--- config.mk ---
export PLATFORM = sky130hd
export DESIGN_NAME = conv_tile_sched
export DESIGN_NICKNAME = d
export VERILOG_FILES = /design/src/rtl/conv_tile_sched.sv
export SDC_FILE = /design/constraint.sdc
export NUM_CORES = 1
export LEC_CHECK = 0
export ABC_AREA = 0
export CORE_MARGIN = 2
export CORE_UTILIZATION = 47
export DETAILED_ROUTE_END_ITERATION = 7
export GPL_ROUTABILITY_DRIVEN = 0
export PLACE_DENSITY = 0.78
export SYNTH_ARGS = -nofsm -noshare
export SYNTH_HDL_FRONTEND = slang
export SYNTH_SLANG_ARGS = --single-unit
export TNS_END_PERCENT = 10
--- constraint.sdc ---
create_clock -name clk -period 1.9 [get_ports clk]
set_input_delay 0.285 -clock clk [delete_from_list [all_inputs] [get_ports clk]]
set_output_delay 0.285 -clock clk [all_outputs]
set_load 0.005 [all_outputs]
--- src/rtl/conv_tile_sched.sv ---
// conv_tile_sched: walks the (row, col, n, m) tile loop nest of one conv layer, issuing
// one-cycle loader/compute/store start pulses and waiting on each matching done pulse.
module conv_tile_sched #(
  parameter int CW = 16,
  parameter int R  = 64,
  parameter int C  = 32,
  parameter int M  = 48,
  parameter int N  = 32,
  parameter int Tr = 64,
  parameter int Tc = 16,
  parameter int Tm = 16,
  parameter int Tn = 16
) (
  input  logic          clk,
  input  logic          rst,
  input  logic          conv_start,
  output logic          conv_done,
  output logic          busy,
  output logic          ld_init_data_start,
  input  logic          ld_init_data_done,
  output logic          in_fm_load_start,
  input  logic          in_fm_load_done,
  output logic          weight_load_start,
  input  logic          weight_load_done,
  output logic          conv_computing_start,
  input  logic          conv_computing_done,
  output logic          st_result_data_start,
  input  logic          st_result_data_done,
  output logic [CW-1:0] tile_row,
  output logic [CW-1:0] tile_col,
  output logic [CW-1:0] tile_n,
  output logic [CW-1:0] tile_m
);
  localparam int NR = R / Tr;
  localparam int NC = C / Tc;
  localparam int NM = M / Tm;
  localparam int NN = N / Tn;
  localparam logic [CW-1:0] R_LAST = CW'(NR - 1);
  localparam logic [CW-1:0] C_LAST = CW'(NC - 1);
  localparam logic [CW-1:0] M_LAST = CW'(NM - 1);
  localparam logic [CW-1:0] N_LAST = CW'(NN - 1);
  if (R % Tr != 0 || C % Tc != 0 || M % Tm != 0 || N % Tn != 0 ||
      NR < 1 || NC < 1 || NM < 1 || NN < 1) begin : g_bad_cfg
    $error("conv_tile_sched: every tile size must divide its layer dimension with at least one tile");
  end
  typedef enum logic [2:0] {IDLE, LD_INIT, LD_TILE, COMP, STORE, FIN} state_t;
  state_t state, state_nxt;
  logic in_ok, w_ok, in_hit, w_hit, init_hit, comp_hit, st_hit, enter;
  logic n_last, col_last, row_last;
  logic [CW-1:0] row_nxt, col_nxt, n_nxt, m_nxt;
  // a done landing in its own start cycle is treated as stray
  always_comb begin
    in_hit = state == LD_TILE && in_fm_load_done && !in_fm_load_start;
    w_hit = state == LD_TILE && weight_load_done && !weight_load_start;
    init_hit = state == LD_INIT && ld_init_data_done && !ld_init_data_start;
    comp_hit = state == COMP && conv_computing_done && !conv_computing_start;
    st_hit = state == STORE && st_result_data_done && !st_result_data_start;
    n_last = tile_n == N_LAST;
    col_last = tile_col == C_LAST;
    row_last = tile_row == R_LAST;
    state_nxt = state;
    row_nxt = tile_row;
    col_nxt = tile_col;
    n_nxt = tile_n;
    m_nxt = tile_m;
    case (state)
      IDLE: if (conv_start) begin
        state_nxt = LD_INIT;
        {row_nxt, col_nxt, n_nxt, m_nxt} = '0;
      end
      LD_INIT: if (init_hit) state_nxt = LD_TILE;
      LD_TILE: if ((in_ok || in_hit) && (w_ok || w_hit)) state_nxt = COMP;
      COMP: if (comp_hit) begin
        state_nxt = tile_m != M_LAST ? LD_TILE : STORE;
        m_nxt = tile_m != M_LAST ? tile_m + 1'b1 : tile_m;
      end
      STORE: if (st_hit) begin
        m_nxt = '0;
        n_nxt = n_last ? '0 : tile_n + 1'b1;
        col_nxt = !n_last ? tile_col : col_last ? '0 : tile_col + 1'b1;
        row_nxt = !(n_last && col_last) ? tile_row : row_last ? '0 : tile_row + 1'b1;
        state_nxt = n_last && col_last && row_last ? FIN : LD_INIT;
      end
      FIN: state_nxt = IDLE;
      default: state_nxt = IDLE;
    endcase
    enter = state_nxt != state;
  end
  always_ff @(posedge clk or negedge rst) begin
    if (!rst) begin
      state <= IDLE;
      {in_ok, w_ok, busy, conv_done} <= '0;
      {ld_init_data_start, in_fm_load_start, weight_load_start} <= '0;
      {conv_computing_start, st_result_data_start} <= '0;
      {tile_row, tile_col, tile_n, tile_m} <= '0;
    end else begin
      state <= state_nxt;
      tile_row <= row_nxt;
      tile_col <= col_nxt;
      tile_n <= n_nxt;
      tile_m <= m_nxt;
      in_ok <= state_nxt == LD_TILE && (in_ok || in_hit);
      w_ok <= state_nxt == LD_TILE && (w_ok || w_hit);
      busy <= state_nxt != IDLE;
      ld_init_data_start <= enter && state_nxt == LD_INIT;
      in_fm_load_start <= enter && state_nxt == LD_TILE;
      weight_load_start <= enter && state_nxt == LD_TILE;
      conv_computing_start <= enter && state_nxt == COMP;
      st_result_data_start <= enter && state_nxt == STORE;
      conv_done <= enter && state_nxt == FIN;
    end
  end
endmodule

==> reports/metrics.cfg, run 1 <==
[status]
outcome=finished with violations
failed_checks=setup timing

[sta]
rsz0062_at_grt=yes
tightest_slew_ps=536
slew-limit-headroom_pct=63.3
setup_viol=12
setup_slack_ps=-107
fin_crit_sh_pct=106
finClkSkew_ps=10.6
max_freq_ghz=0.498
finalMaxSlewViolations=0
final_hold_viol_count=0
min_period_ps=2010

[pwr]
p_comb_share_pct=34.5
power.switching_w=0.00159
p_int_w=0.00317
clockPowerShare_pct=26.1
power_switching_share_pct=33.5
p_total_w=0.00476
p_leak_nw=2.65
peakVddDrop_mv=0.540
seqPwrFrac_pct=39.4
p_per_area_mw_per_mm2=755

[synthesis]
synth_common_cells=dfrtp_1, o21ai_0, nand2_1
synth_nets=471
synth_area_leaders=dfrtp_1, o21ai_0, nand2_1
synth.distinct_cells=52
synth_ff_type=dfrtp_1
synth.ff_latch_count=75
synth_edf_count=0
async_reset_ff_share_pct=100
yosysTopAreaCell=dfrtp_1
syn_area_mm2=0.00410
yosys_warnings=0
yosysSeqAreaShare_pct=45.8
synth_most_common_cell=dfrtp_1
avgSynthCellArea_um2=9.00
syn_inst=455
synth_top_area_share_pct=45.8

[route]
highest_layer=met4
firstDrtPassIters=5
route.detailed.drc=0
ant_nets=0
via_per_inst=5.97
wl_per_cell_um=17.8
vias=4482
drtIter0Drc=299
wl_met1_mm=5.46
wl_met2_mm=6.82
route.met3.wl_um=705
wl_mm=13.4

[job]
maxCapViolCount=0

[layout]
drive_gt1_share_pct=28.8
syn_to_final_growth_pct=53.8
antenna_cells=0
instances_no_fill=751
n_fill_cell=630
fin_nets=654

[setup_path]
crit_fanout=7
critical_path_class=reg2reg
path_delay_family=simple AND/OR/NAND/NOR gates
worstPathArrival_ps=2310
startpoint=tile_n[11]
path_cells=nor4_2 > buf_4 > a41o_4 > o211ai_4 > or4_4 > a21oi_2
worst_path_max_delay_cell=or4_4
critPathCaptureType=flip-flop
slowest_delay_ps=560
cp.required_ps=2200
start_kind=flip-flop
path_buf_inv=1
rr_startpoint=tile_n[11]

[floorplanning]
dieArea_mm2=0.00948
die_h_um=97.4
start_util_pct=47.7
core-area_mm2=0.00859
row_count=34
ioPinCount=79
die_x_um=97.4

[clocking]
clock-sinks=75
cts_buffers=9
cts.clk_slew.worst_paths_ps=90
max-clock-path-buffers=2
h-tree-depth=3
clk_latency_ps=370
cts_tree=yes
cts-root-buf=clkbuf_8

[placed_design]
place_inst=731
dpl.hpwl_mm=8.82
portBuffers=78

[grt]
antenna_found_initial=0
grt_max_degree=76
grt_overflow=0
grt_pass1_vias=4259
grt_util_all_layers_pct=26.6
grt_pass1_wl_mm=20.6

[min_path]
hold_path_class=in2async

==> per-stage QoR <==
stage | area [um^2] | setup WS (ps) | util [%] | hold WS, ps | TNS (ps)
2_1_floorplan | 4110 | -35.7 | - | -10.6 | -273
6_report | 6300 | -107 | 73.3 | 464 | -665
3_3_place_gp | 5770 | -317 | 67.2 | 335 | -11520
3_5_place_dp | 5770 | -378 | 67.2 | 341 | -14780
5_1_grt | 6300 | -178 | 73.3 | 536 | -3420
4_1_cts | 6090 | -82.0 | 70.9 | 497 | -470
==> cell type report <==
class	count	area, um^2	area share (%)
sequential	75	1880	29.8
clock buffer	9	124	1.97
multi-input combinational	347	2390	37.9
timing repair buffer	192	1660	26.4
clock inverter	7	68.8	1.09
tap	108	135	2.14
inverter	13	48.8	0.774
==> worst min-delay path: cells and delay by family <==
family	cells	cell delay, ps
buf+inv	3	960
==> power by group through the flow <==
stage / registers [W] / logic (W) / clock network [W]
after global routing: 0.00189 / 0.00179 / 0.00132
after detailed placement: 0.00189 / 0.00147 / 0
after global placement: 0.00188 / 0.00142 / 0
after floorplan: 0.00196 / 0.000574 / 0
final: 0.00187 / 0.00164 / 0.00124
after CTS: 0.00186 / 0.00153 / 0.00126
==> timing repair <==
action / in CTS / in global routing
endpoints found under the setup margin: 47 / 52
buffers inserted: 1 / 2
gates cloned: 0 / 0
gates resized for setup: 23 / 66
hold buffers: 1 / 0
pin swaps: 8 / 11
hold endpoints to repair: 75 / 0
==> cells in the final DEF, fill, tap and decap left out, types with 3 or more instances in the layout <==
master	n
or3_4	3
o21ai_1	22
dfrtp_1	75
and3_1	6
nand2b_1	5
o31ai_2	4
nor3_1	19
a21oi_1	14
mux2i_1	4
buf_4	110
o21ai_0	27
or2_4	3
inv_1	13
a2111oi_1	4
nand2_1	39
nand4_1	18
a21oi_2	6
clkinv_2	3
xor2_1	6
ha_1	8
nor3_2	4
a311oi_1	4
or3_1	9
nor2_1	34
nor4_1	8
clkdlybuf4s50_1	77
and4_1	4
nor4_2	6
clkbuf_8	9
buf_6	3
xnor2_1	12
nand3_1	25
o31ai_1	5
==> metal layers <==
layer,up-vias,track usage [%]
li1,2050,-
met5,-,0
met2,200,44.1
met3,34,4.32
met1,2198,34.6
met4,0,11.2
==> flip-flops by register name, indices dropped and copies added (netlist names) <==
name,count
weight_load_start,1
tile_col,16
tile_n,16
conv_computing_start,1
state,3
conv_done,1
w_ok,1
busy,1
in_ok,1
tile_row,16
ld_init_data_start,1
st_result_data_start,1
tile_m,16
==> final timing paths <==
kind                           endpoint  slack, ps  depth (start not counted)
max in group asynchronous   tile_row[6]       1080                          3
min reg2reg                       in_ok        540                          2
min                         tile_col[1]        460                          3
min in group clk                  in_ok        540                          2
max reg2reg                tile_row[14]       -110                          6
max                        tile_row[14]       -110                          6
==> cell families (layout without fill, tap and decap cells) <==
kind of cell	count (synthesis)	count (layout)	share of synthesized area, %
AOI/OAI and AO/OA	111	111	17.0
xor gates and xnor gates	18	18	3.85
adders and majority gates	8	8	2.44
buffers and inverters	33	221	3.33
DFF	75	75	45.8
muxes	4	4	0.977
and+or+nand+nor	206	206	26.6
(Power assumes the default switching activity.)
==> run 2, diff against run 1 <==
--- a/config.mk
+++ b/config.mk
@@ -6,6 +6,7 @@
 export NUM_CORES = 1
 export LEC_CHECK = 0
 export ABC_AREA = 0
+export CORE_ASPECT_RATIO = 0.8
 export CORE_MARGIN = 2
 export CORE_UTILIZATION = 47
 export DETAILED_ROUTE_END_ITERATION = 7
==> run 2 against run 1 <==
The flow still finishes with violations (setup timing). Global-route usage is 0.39 points higher. Non-clock buffer count is 12 lower. Critical path depth is 1 higher. Sequential share of layout area is 0.17 points higher. Cell count is 1.1% lower. Clock power is 11% higher. Combinational power hardly changed. Sequential power hardly changed. Total power is 3.3% higher. Maximum frequency is 0.36% higher. Wire length is 4.6% lower. Sequential cell count stayed put. Critical endpoint is now tile_m[15].
==> reports/metrics.cfg, run 2 (same netlist as run 1, synthesis figures left out) <==
[status]
outcome=finished with violations
failed_checks=setup timing

[pwr]
p_per_area_mw_per_mm2=783  ; +3.7%
p_leak_nw=2.60  ; -2.2%
p_total_w=0.00492  ; +3.3%
peakVddDrop_mv=0.545  ; +0.89%

[sta]
setup_viol=20  ; +8
final_hold_viol_count=0  ; unchanged
setup_slack_ps=-100  ; +7.29 ps
tightest_slew_ps=459  ; -77.1 ps
finClkSkew_ps=11.9  ; +1.24 ps
slew-limit-headroom_pct=69.0  ; +5.7 points
max_freq_ghz=0.500  ; +0.36%
fin_crit_sh_pct=105  ; -0.38 points
finalMaxSlewViolations=0  ; unchanged
rsz0062_at_grt=yes
min_period_ps=2000  ; -7.29 ps

[layout]
final_cell_area_mm2=0.00628  ; -0.36%
n_fill_cell=605  ; -4.0%
syn_to_final_growth_pct=53.3
fin_nets=642  ; -1.8%
seq_area_mm2=0.00188  ; +0.20%
antenna_cells=0  ; unchanged
final_common_cell=buf_4
mostFrequentLayoutCells=buf_4, clkdlybuf4s50_1, dfrtp_1
multiInputGateArea_mm2=0.00241  ; +0.94%
drive_gt1_share_pct=28.8  ; +0.072 points
instances_no_fill=743  ; -1.1%

[floorplanning]
ioPinCount=79  ; unchanged
die_x_um=108  ; +11%
start_util_pct=48.3  ; +0.62 points
core-area_mm2=0.00848  ; -1.3%
die_h_um=87.5  ; -10%
row_count=30  ; -12%
dieArea_mm2=0.00948  ; about the same

[clocking]
cts_tree=yes
h-tree-depth=3  ; unchanged
clock-sinks=75  ; unchanged
cts-root-buf=clkbuf_8
cts_buffers=9  ; unchanged
cts.clk_slew.worst_paths_ps=80  ; about the same
clk_latency_ps=360  ; about the same
max-clock-path-buffers=2  ; unchanged

[setup_path]
critical_path_class=in2reg
start_kind=primary input
crit_fanout=7  ; unchanged
path_cells=clkdlybuf4s50_1 > nand3b_1 > a21o_4 > buf_4 > a2111oi_2 > a21oi_1 > a31o_2
worstPathArrival_ps=2250  ; -60 ps
slowest_delay_ps=530  ; -30 ps
critPathCaptureType=flip-flop
cp.required_ps=2150  ; -50 ps
worst_path_max_delay_cell=clkdlybuf4s50_1

[grt]
grt_pass1_wl_mm=20.1  ; -2.7%
grt_util_all_layers_pct=27.0  ; +0.39 points
grt_max_degree=76  ; unchanged
grt_overflow=0  ; unchanged
grt_pass1_vias=4276  ; +0.40%
antenna_found_initial=0  ; unchanged

[placed_design]
placed_area_mm2=0.00565  ; -2.2%
post-place-ws_ps=-391  ; -12.9 ps
portBuffers=78  ; unchanged
dpl.hpwl_mm=8.46  ; -4.0%
place_inst=718  ; -1.8%

[route]
wl_met1_mm=5.62  ; +2.9%
drtIter0Drc=216  ; -28%
highest_layer=met4
firstDrtPassIters=5  ; unchanged
ant_nets=0  ; unchanged
wl_per_cell_um=17.2  ; -3.5%
wl_met2_mm=6.22  ; -8.9%
route.detailed.drc=0  ; unchanged
route.met3.wl_um=731  ; +3.7%
via_per_inst=5.88  ; -1.4%
wl_mm=12.8  ; -4.6%
vias=4371  ; -2.5%

[min_path]
hold_path_class=in2async

[job]
maxCapViolCount=0  ; unchanged

## run 2: metrics by stage
stage               hold WS, ps  utilization [%]  setup TNS [ps]
global route                549             74.0           -3880
CTS                         518             71.0            -320
detailed placement          351             66.6          -11970
finish                      491             74.0            -643
global placement            354             66.6           -9800
floorplan                 -10.6                -            -273
## run 2: routing by layer
metal | vias up | global-route usage (%)
li1 | 2044 | -
met1 | 2146 | 35.5
met2 | 156 | 44.1
met3 | 25 | 7.18
met4 | 0 | 7.93
met5 | - | 0
## run 2: layout make-up
type | count | share of cell area (%)
well taps | 112 | 2.23
clock inverters | 4 | 1.18
flip-flops and latches | 75 | 30.0
clock buffers | 12 | 2.31
inverters | 13 | 0.777
multi-input cells | 347 | 38.4
repair buffers | 180 | 25.2
## run 2: final timing paths
kind / startpoint / end / slack, ps / cells past startpoint
hold reg to reg: weight_load_start / conv_computing_start / 540 / 1
min in group clk: weight_load_start / conv_computing_start / 540 / 1
setup reg to reg: st_result_data_start / tile_m[15] / -100 / 6
setup / recovery: st_result_data_done / tile_m[15] / -100 / 7
max in group asynchronous: rst / state[2] / 1060 / 3
hold / removal: rst / tile_row[11] / 490 / 3
## run 2: where the power goes
part / switching (W) / internal, W / leakage, nW
clock: 0.000602 / 0.000777 / 0.111
combinational: 0.000850 / 0.000811 / 1.46
sequential: 0.000125 / 0.00175 / 1.02
## run 2: worst max-delay path: cells and delay by family
family,cells,cell delay (ps)
simple gates,1,210
compound gates,4,1080
buf+inv,2,670
## run 2: repair_timing
action                                  CTS  global route
hold endpoints to repair                 75             0
gates resized for setup                  27            76
hold buffers                              1             0
setup buffers                             5             2
pin swaps                                17            12
gates cloned                              1             0
endpoints found under the setup margin   37            65
==> run 3, diff against run 2 <==
--- a/config.mk
+++ b/config.mk
@@ -12,6 +12,7 @@
 export DETAILED_ROUTE_END_ITERATION = 7
 export GPL_ROUTABILITY_DRIVEN = 0
 export PLACE_DENSITY = 0.78
+export SLEW_MARGIN = 20
 export SYNTH_ARGS = -nofsm -noshare
 export SYNTH_HDL_FRONTEND = slang
 export SYNTH_SLANG_ARGS = --single-unit
==> results of run 3 <==
The final DEF is identical to that of run 2; final timing and power are the same.
